### src/rtl/rf_wb_arbiter.sv
// rtl/rf_wb_arbiter.sv - round-robin ALU/LSU register-file write-back arbiter with registered write port.
// Optional feature macro RF_WB_SCOREBOARD_EN adds the pending-write vector and decode stall.
module rf_wb_arbiter (
   input  logic        clock,
   input  logic        rst_n,
   input  logic        alu_valid,
   input  logic [4:0]  alu_rd,
   input  logic [31:0] alu_data,
   output logic        alu_ready,
   input  logic        lsu_valid,
   input  logic [4:0]  lsu_rd,
   input  logic [31:0] lsu_data,
   output logic        lsu_ready,
   output logic        rf_we,
   output logic [4:0]  rf_rd_addr,
   output logic [31:0] rf_rd_in,
   input  logic        iss_valid,
   input  logic [4:0]  iss_rd,
   input  logic [4:0]  chk_rs1,
   input  logic [4:0]  chk_rs2,
   output logic        stall,
   input  logic        flush
);

   typedef enum logic {PRI_ALU = 1'b0, PRI_LSU = 1'b1} pri_e;

   pri_e        pri_q, pri_d;
   logic        gnt_alu, gnt_lsu;
   logic        we_q, we_d;
   logic [4:0]  addr_q, addr_d;
   logic [31:0] data_q, data_d;

   // Grants are suppressed during reset and flush so neither side sees a handshake.
   always_comb begin
      gnt_alu = 1'b0;
      gnt_lsu = 1'b0;
      pri_d   = pri_q;
      if (rst_n && !flush) begin
         if (alu_valid && lsu_valid) begin
            if (pri_q == PRI_ALU) begin
               gnt_alu = 1'b1;
               pri_d   = PRI_LSU;
            end else begin
               gnt_lsu = 1'b1;
               pri_d   = PRI_ALU;
            end
         end else begin
            gnt_alu = alu_valid;
            gnt_lsu = lsu_valid;
         end
      end
   end

   always_ff @(posedge clock or negedge rst_n) begin
      if (!rst_n) begin
         pri_q <= PRI_ALU;
      end else begin
         pri_q <= pri_d;
      end
   end

   // Writes to x0 are accepted but dropped; address/data hold while no write is issued.
   always_comb begin
      we_d   = 1'b0;
      addr_d = addr_q;
      data_d = data_q;
      if (gnt_alu && (alu_rd != 5'd0)) begin
         we_d   = 1'b1;
         addr_d = alu_rd;
         data_d = alu_data;
      end else if (gnt_lsu && (lsu_rd != 5'd0)) begin
         we_d   = 1'b1;
         addr_d = lsu_rd;
         data_d = lsu_data;
      end
   end

   always_ff @(posedge clock or negedge rst_n) begin
      if (!rst_n) begin
         we_q   <= 1'b0;
         addr_q <= 5'd0;
         data_q <= 32'd0;
      end else begin
         we_q   <= we_d;
         addr_q <= addr_d;
         data_q <= data_d;
      end
   end

   assign alu_ready  = gnt_alu;
   assign lsu_ready  = gnt_lsu;
   assign rf_we      = we_q;
   assign rf_rd_addr = addr_q;
   assign rf_rd_in   = data_q;

`ifdef RF_WB_SCOREBOARD_EN
   logic [31:0] pend_q, pend_d;

   // Set is applied after clear so a same-cycle re-issue keeps the bit pending.
   always_comb begin
      pend_d = pend_q;
      if (flush) begin
         pend_d = 32'd0;
      end else begin
         if (we_q) begin
            pend_d[addr_q] = 1'b0;
         end
         if (iss_valid) begin
            pend_d[iss_rd] = 1'b1;
         end
      end
      pend_d[0] = 1'b0;
   end

   always_ff @(posedge clock or negedge rst_n) begin
      if (!rst_n) begin
         pend_q <= 32'd0;
      end else begin
         pend_q <= pend_d;
      end
   end

   assign stall = rst_n && (((chk_rs1 != 5'd0) && pend_q[chk_rs1]) ||
                            ((chk_rs2 != 5'd0) && pend_q[chk_rs2]));
`else
   logic unused_sb;
   assign unused_sb = ^{iss_valid, iss_rd, chk_rs1, chk_rs2};
   assign stall     = 1'b0;
`endif

endmodule

### config.mk
export PLATFORM = sky130hd
export DESIGN_NAME = rf_wb_arbiter
export DESIGN_NICKNAME = d
export VERILOG_FILES = /design/src/rtl/rf_wb_arbiter.sv
export SDC_FILE = /design/constraint.sdc
export NUM_CORES = 1
export LEC_CHECK = 0
export ABC_CLOCK_PERIOD_IN_PS = 1800
export CAP_MARGIN = 30
export CORE_UTILIZATION = 35
export CTS_CLUSTER_DIAMETER = 100
export CTS_CLUSTER_SIZE = 10
export DETAILED_ROUTE_END_ITERATION = 10
export GPL_TIMING_DRIVEN = 0
export PLACE_DENSITY = 0.9
export SETUP_SLACK_MARGIN = 0.1
export SYNTH_ARGS = -nofsm -noshare
export SYNTH_HDL_FRONTEND = slang
export SYNTH_SLANG_ARGS = --single-unit
### constraint.sdc
create_clock -name clock -period 1.8 [get_ports clock]
set_input_delay 0.36 -clock clock [delete_from_list [all_inputs] [get_ports clock]]
set_output_delay 0.36 -clock clock [all_outputs]
set_load 0.05 [all_outputs]
* Word-level counts from Yosys, hierarchy flattened *
Cells that the tools add are included.
W data, S select, Z words.

operators by class
  muxes and demuxes = 12
  reduce and logical (&&, ||, !) cells = 9

operators with widths
  cell                 count
  $mux W32             2
  $mux W5              2
  $reduce_bool A5 Y1   2
  $mux W1              8
  $logic_and A1 B1 Y1  4
  $reduce_and A2 Y1    1
  $reduce_bool A2 Y1   1
  $logic_not A1 Y1     1

storage, ports and cells
  register bits after elaboration = 39
  input port bits = 95
  output and inout port bits = 41
  word-level logic and storage cells = 25

* Longest topological paths before layout *
  depth in word-level cells = 6
  depth in mapped cells = 7
  mapped depth without buffers = 5

* Least setup slack after synthesis *
No wires, ideal clock.

  path kind = input-to-reg
  from = input port alu_rd[1]
  to = register addr_q[0] (netlist: rf_rd_addr[0])
  setup time = 0.130 ns
  arrival time = 1.511 ns
  required time = 1.670 ns
  path slack = 0.159 ns
  stages = 4
  buffers on the path = 1
  path through = or4_4 -> o211ai_4 -> buf_2 -> a31oi_1

between the ends
  cells in the longest elaborated chain, start to end = 3
  elaborated cells on any way between the ends = 4
  classes of those cells = mux: 1; reduce/logical: 3

RTL lines
  item                                           line  RTL
  from (decl)                                    7     input logic [4:0] alu_rd,
  $reduce_bool A5 Y1 *                           67    if (gnt_alu && (alu_rd != 5'd0)) begin
  $logic_and A1 B1 Y1 *                          67
  $mux W5 or $reduce_bool A2 Y1 (tied branches)  n/a
  to (signal assigned)                           85    addr_q <= addr_d;
  to (decl)                                      30    logic [4:0] addr_q, addr_d;

Every way passes the cells marked *; elsewhere a longest branch is shown, timed or not.
A chain may end at the register's enable or synchronous reset.

* Worst setup path after layout *
  from = register pri_q
  to = output port lsu_ready

between the ends
  cells in the longest elaborated chain, start to end = 3

RTL lines
  item                    line  RTL
  from (decl)             27    pri_e pri_q, pri_d;
  from (signal assigned)  58    pri_q <= pri_d;
  $mux W1                 40    if (pri_q == PRI_ALU) begin
  $mux W1                 39    if (alu_valid && lsu_valid) begin
  $mux W1                 38    if (rst_n && !flush) begin
  to (decl)               13    output logic lsu_ready,

Every way passes these cells.

==> impl_metrics.yaml <==
yosys:
  synth.area.top_cells: "dfrtp_1 (50%), a31oi_1 (11%), o21ai_0 (9.0%)"
  yosys_register_bits: 39
  syn_area_um2: 1952
  synthMuxAreaShare_pct: 0
  synth_warnings: 0
  yosysSeqAreaShare_pct: 50.00
  synth-xor-area-share_pct: 0.4487
  yosysTopAreaCell: "dfrtp_1"
  yosysMostFrequentCell: "dfrtp_1"
  ys_types: 25
  yosys.area_share.adder_pct: 0
  synth-simple-area-share_pct: 19.49
  synthCells: 225
  yosys-top-cells-count: "dfrtp_1 (39), nor2_1 (36), a31oi_1 (35), o21ai_0 (35), nand3_1 (33)"
  ys.flop_type: "dfrtp_1"
  synth_top_area_share_pct: 50.00
  synthesis.nets: 320
  synth_top_family_by_area: "compound AO/OA/AOI/OAI gates"
  async_reset_ff_share_pct: 100.0
  synth_compound_area_share_pct: 23.01
  synth_edf_count: 0
  avgSynthCellArea_um2: 8.675
sta:
  final_max_slew_viol_count: 0
  finalSetupViolCount: 0
  hold_ws_ns: 0.005972
  fin_crit_ns: 1.697
  fmax_mhz: 589.3
  hold_violations: 0
  tightest_slew_ns: 0.5310
  fin_crit_sh_pct: 94.28
  rsz0062_at_grt: "yes"
  relSlewSlack_pct: 64.74
  skew_ns: 0.005942
setup_path:
  cp.arrival_ns: 1.34
  timing.rr.start: "pri_q"
  cp-start-kind: "flip-flop"
  cp.required_ns: 1.44
  cp_max_fo: 3
  path_class: "flip-flop to output pin"
  endpoint_kind: "output pin"
  rrSetupSlack_ns: 0.20
  crit_path_start: "pri_q"
drt:
  top_layer: "met4"
  dr.pass1.iters: 4
  drc_errors: 0
  post_drt_wl_per_cell_um: 15.83
  drt_iter0_drc: 140
  wl_met3_um: 386
  vias_per_cell: 5.210
  met1Wirelength_um: 2961
  dr_total_vias: 2256
  ant_nets: 0
  dr_wl_met2_um: 3362
  drt_wl_total_um: 6856
finish:
  syn_to_final_growth_pct: 78.53
  antenna_cells: 0
  drive_gt1_share_pct: 14.88
  final_core_util_pct: 66.53
  nets: 457
  fillers: 460
clock_network:
  numCtsBuffers: 5
  clock_latency_ns: 0.29
  cts_tree: "yes"
  clockRootBuffer: "clkbuf_8"
  clkSlewWorstSetupHoldPaths_ns: 0.08
  cts-htree-levels: 2
  clockBufferDepth: 2
  cts.sinks: 39
floorplan:
  initial_core_util_pct: 37.27
  coreArea_um2: 5238
  die_w_um: 76.68
  die_h_um: 76.68
  die_area_um2: 5879
  boundaryPins: 136
  fp-row-count: 26
run:
  cap_violations: 0
grt:
  grt_pass1_wl_um: 11200
  grt-ovfl-total: 0
  grt_max_degree: 40
  grtUsageTotal_pct: 23.89
  antenna_found_initial: 0
  first_global_vias: 2286
pwr:
  peakVddDrop_v: 0.0006163
  p_leak_nw: 1.480
  pwr_density_cell_nw_per_um2: 1231
placed_design:
  dp_hpwl_um: 4817
  place_congestion: 0.8086
  io_buffers: 118
status:
  outcome: "completed"
worst_hold_path:
  hold_class: "input pin to asynchronous set/reset pin"
[path summary, 6_finish.rpt]
kind	endpoint	cells after the start
min in group clock	rf_rd_addr[2]	3
hold / removal	rf_rd_in[31]	2
setup reg to reg	rf_rd_in[9]	7
hold reg to reg	pri_q	1
setup / recovery	lsu_ready	6
max in group asynchronous	rf_rd_in[10]	2
[per-stage QoR]
stage                     cell area (um2)  instances  setup slack, ns  total power [mW]  TNS [ns]
after detailed placement             3216        413           -1.594             3.847    -32.93
after floorplan                      1952        225           0.1587             2.878         0
after CTS                            3427        430          0.06608             4.268         0
after global routing                 3485        433          0.06587             4.485         0
after global placement               3221        413           -2.630             3.799    -98.17
final                                3485        433           0.1030             4.291         0
[sequential cells by signal, indices dropped and copies added, names as in the netlist]
| signal | count |
|---|---|
| rf_rd_in | 32 |
| rf_rd_addr | 5 |
| pri_q | 1 |
| rf_we | 1 |
[logic make-up (layout without fill, tap and decap cells)]
group                  Yosys count  after routing
buffers and inverters           25            163
AND/OR/NAND/NOR                 84             84
flip-flops                      39             39
AO/OA/AOI/OAI                   75             75
other                            1              1
XOR/XNOR                         1              1
[final cells by class]
type	count	area, um2	area share [%]
Tap cell	70	87.58	2.513
Clock buffer	6	72.57	2.083
Inverter	3	18.77	0.5386
Multi-Input combinational cell	161	879.6	25.24
Timing Repair Buffer	130	1256	36.05
Clock inverter	2	12.51	0.3591
Buffer	22	181.4	5.206
Sequential cell	39	975.9	28.01
[report_power, final]
part | total, mW | internal (mW) | switching (mW) | leakage, nW
registers | 1.35 | 1.19 | 0.153 | 0.454
logic | 2.35 | 0.735 | 1.61 | 0.985
clock network | 0.596 | 0.271 | 0.325 | 0.0412
total | 4.29 | 2.20 | 2.09 | 1.48
[cell usage in the layout (no fill, tap or decap), drive strengths merged, types with 2 or more instances in the layout]
cell type / instances
o21ai: 36
nand3: 33
clkdlybuf4s50: 70
inv: 3
a31oi: 35
dfrtp: 39
and2: 2
buf: 28
clkbuf: 15
dlygate4sd2: 44
nand2: 8
nor2: 36
[worst max-delay path, cell delays in order, from the launching register on]
cell,delay (ns)
dfrtp_1,0.41
nand2b_4,0.16
nand3_4,0.09
buf_8,0.12
inv_8,0.03
buf_8,0.11
buf_8,0.14
[timing repair]
| action | CTS | global route |
|---|---|---|
| hold endpoints to repair | 39 | 0 |
| endpoints found under the setup margin | 78 | 34 |
| buffers inserted | 7 | 3 |
| resized for setup | 94 | 19 |
| cloned | 1 | 0 |
| pin swaps | 4 | 2 |
| hold buffers | 1 | 0 |
[metal layers]
metal	GRT usage, %	up-vias
li1	-	1077
met3	4.643	14
met5	0	-
met4	7.885	0
met2	39.02	98
met1	31.63	1067
No activity file was read; power rests on OpenSTA's default activity.
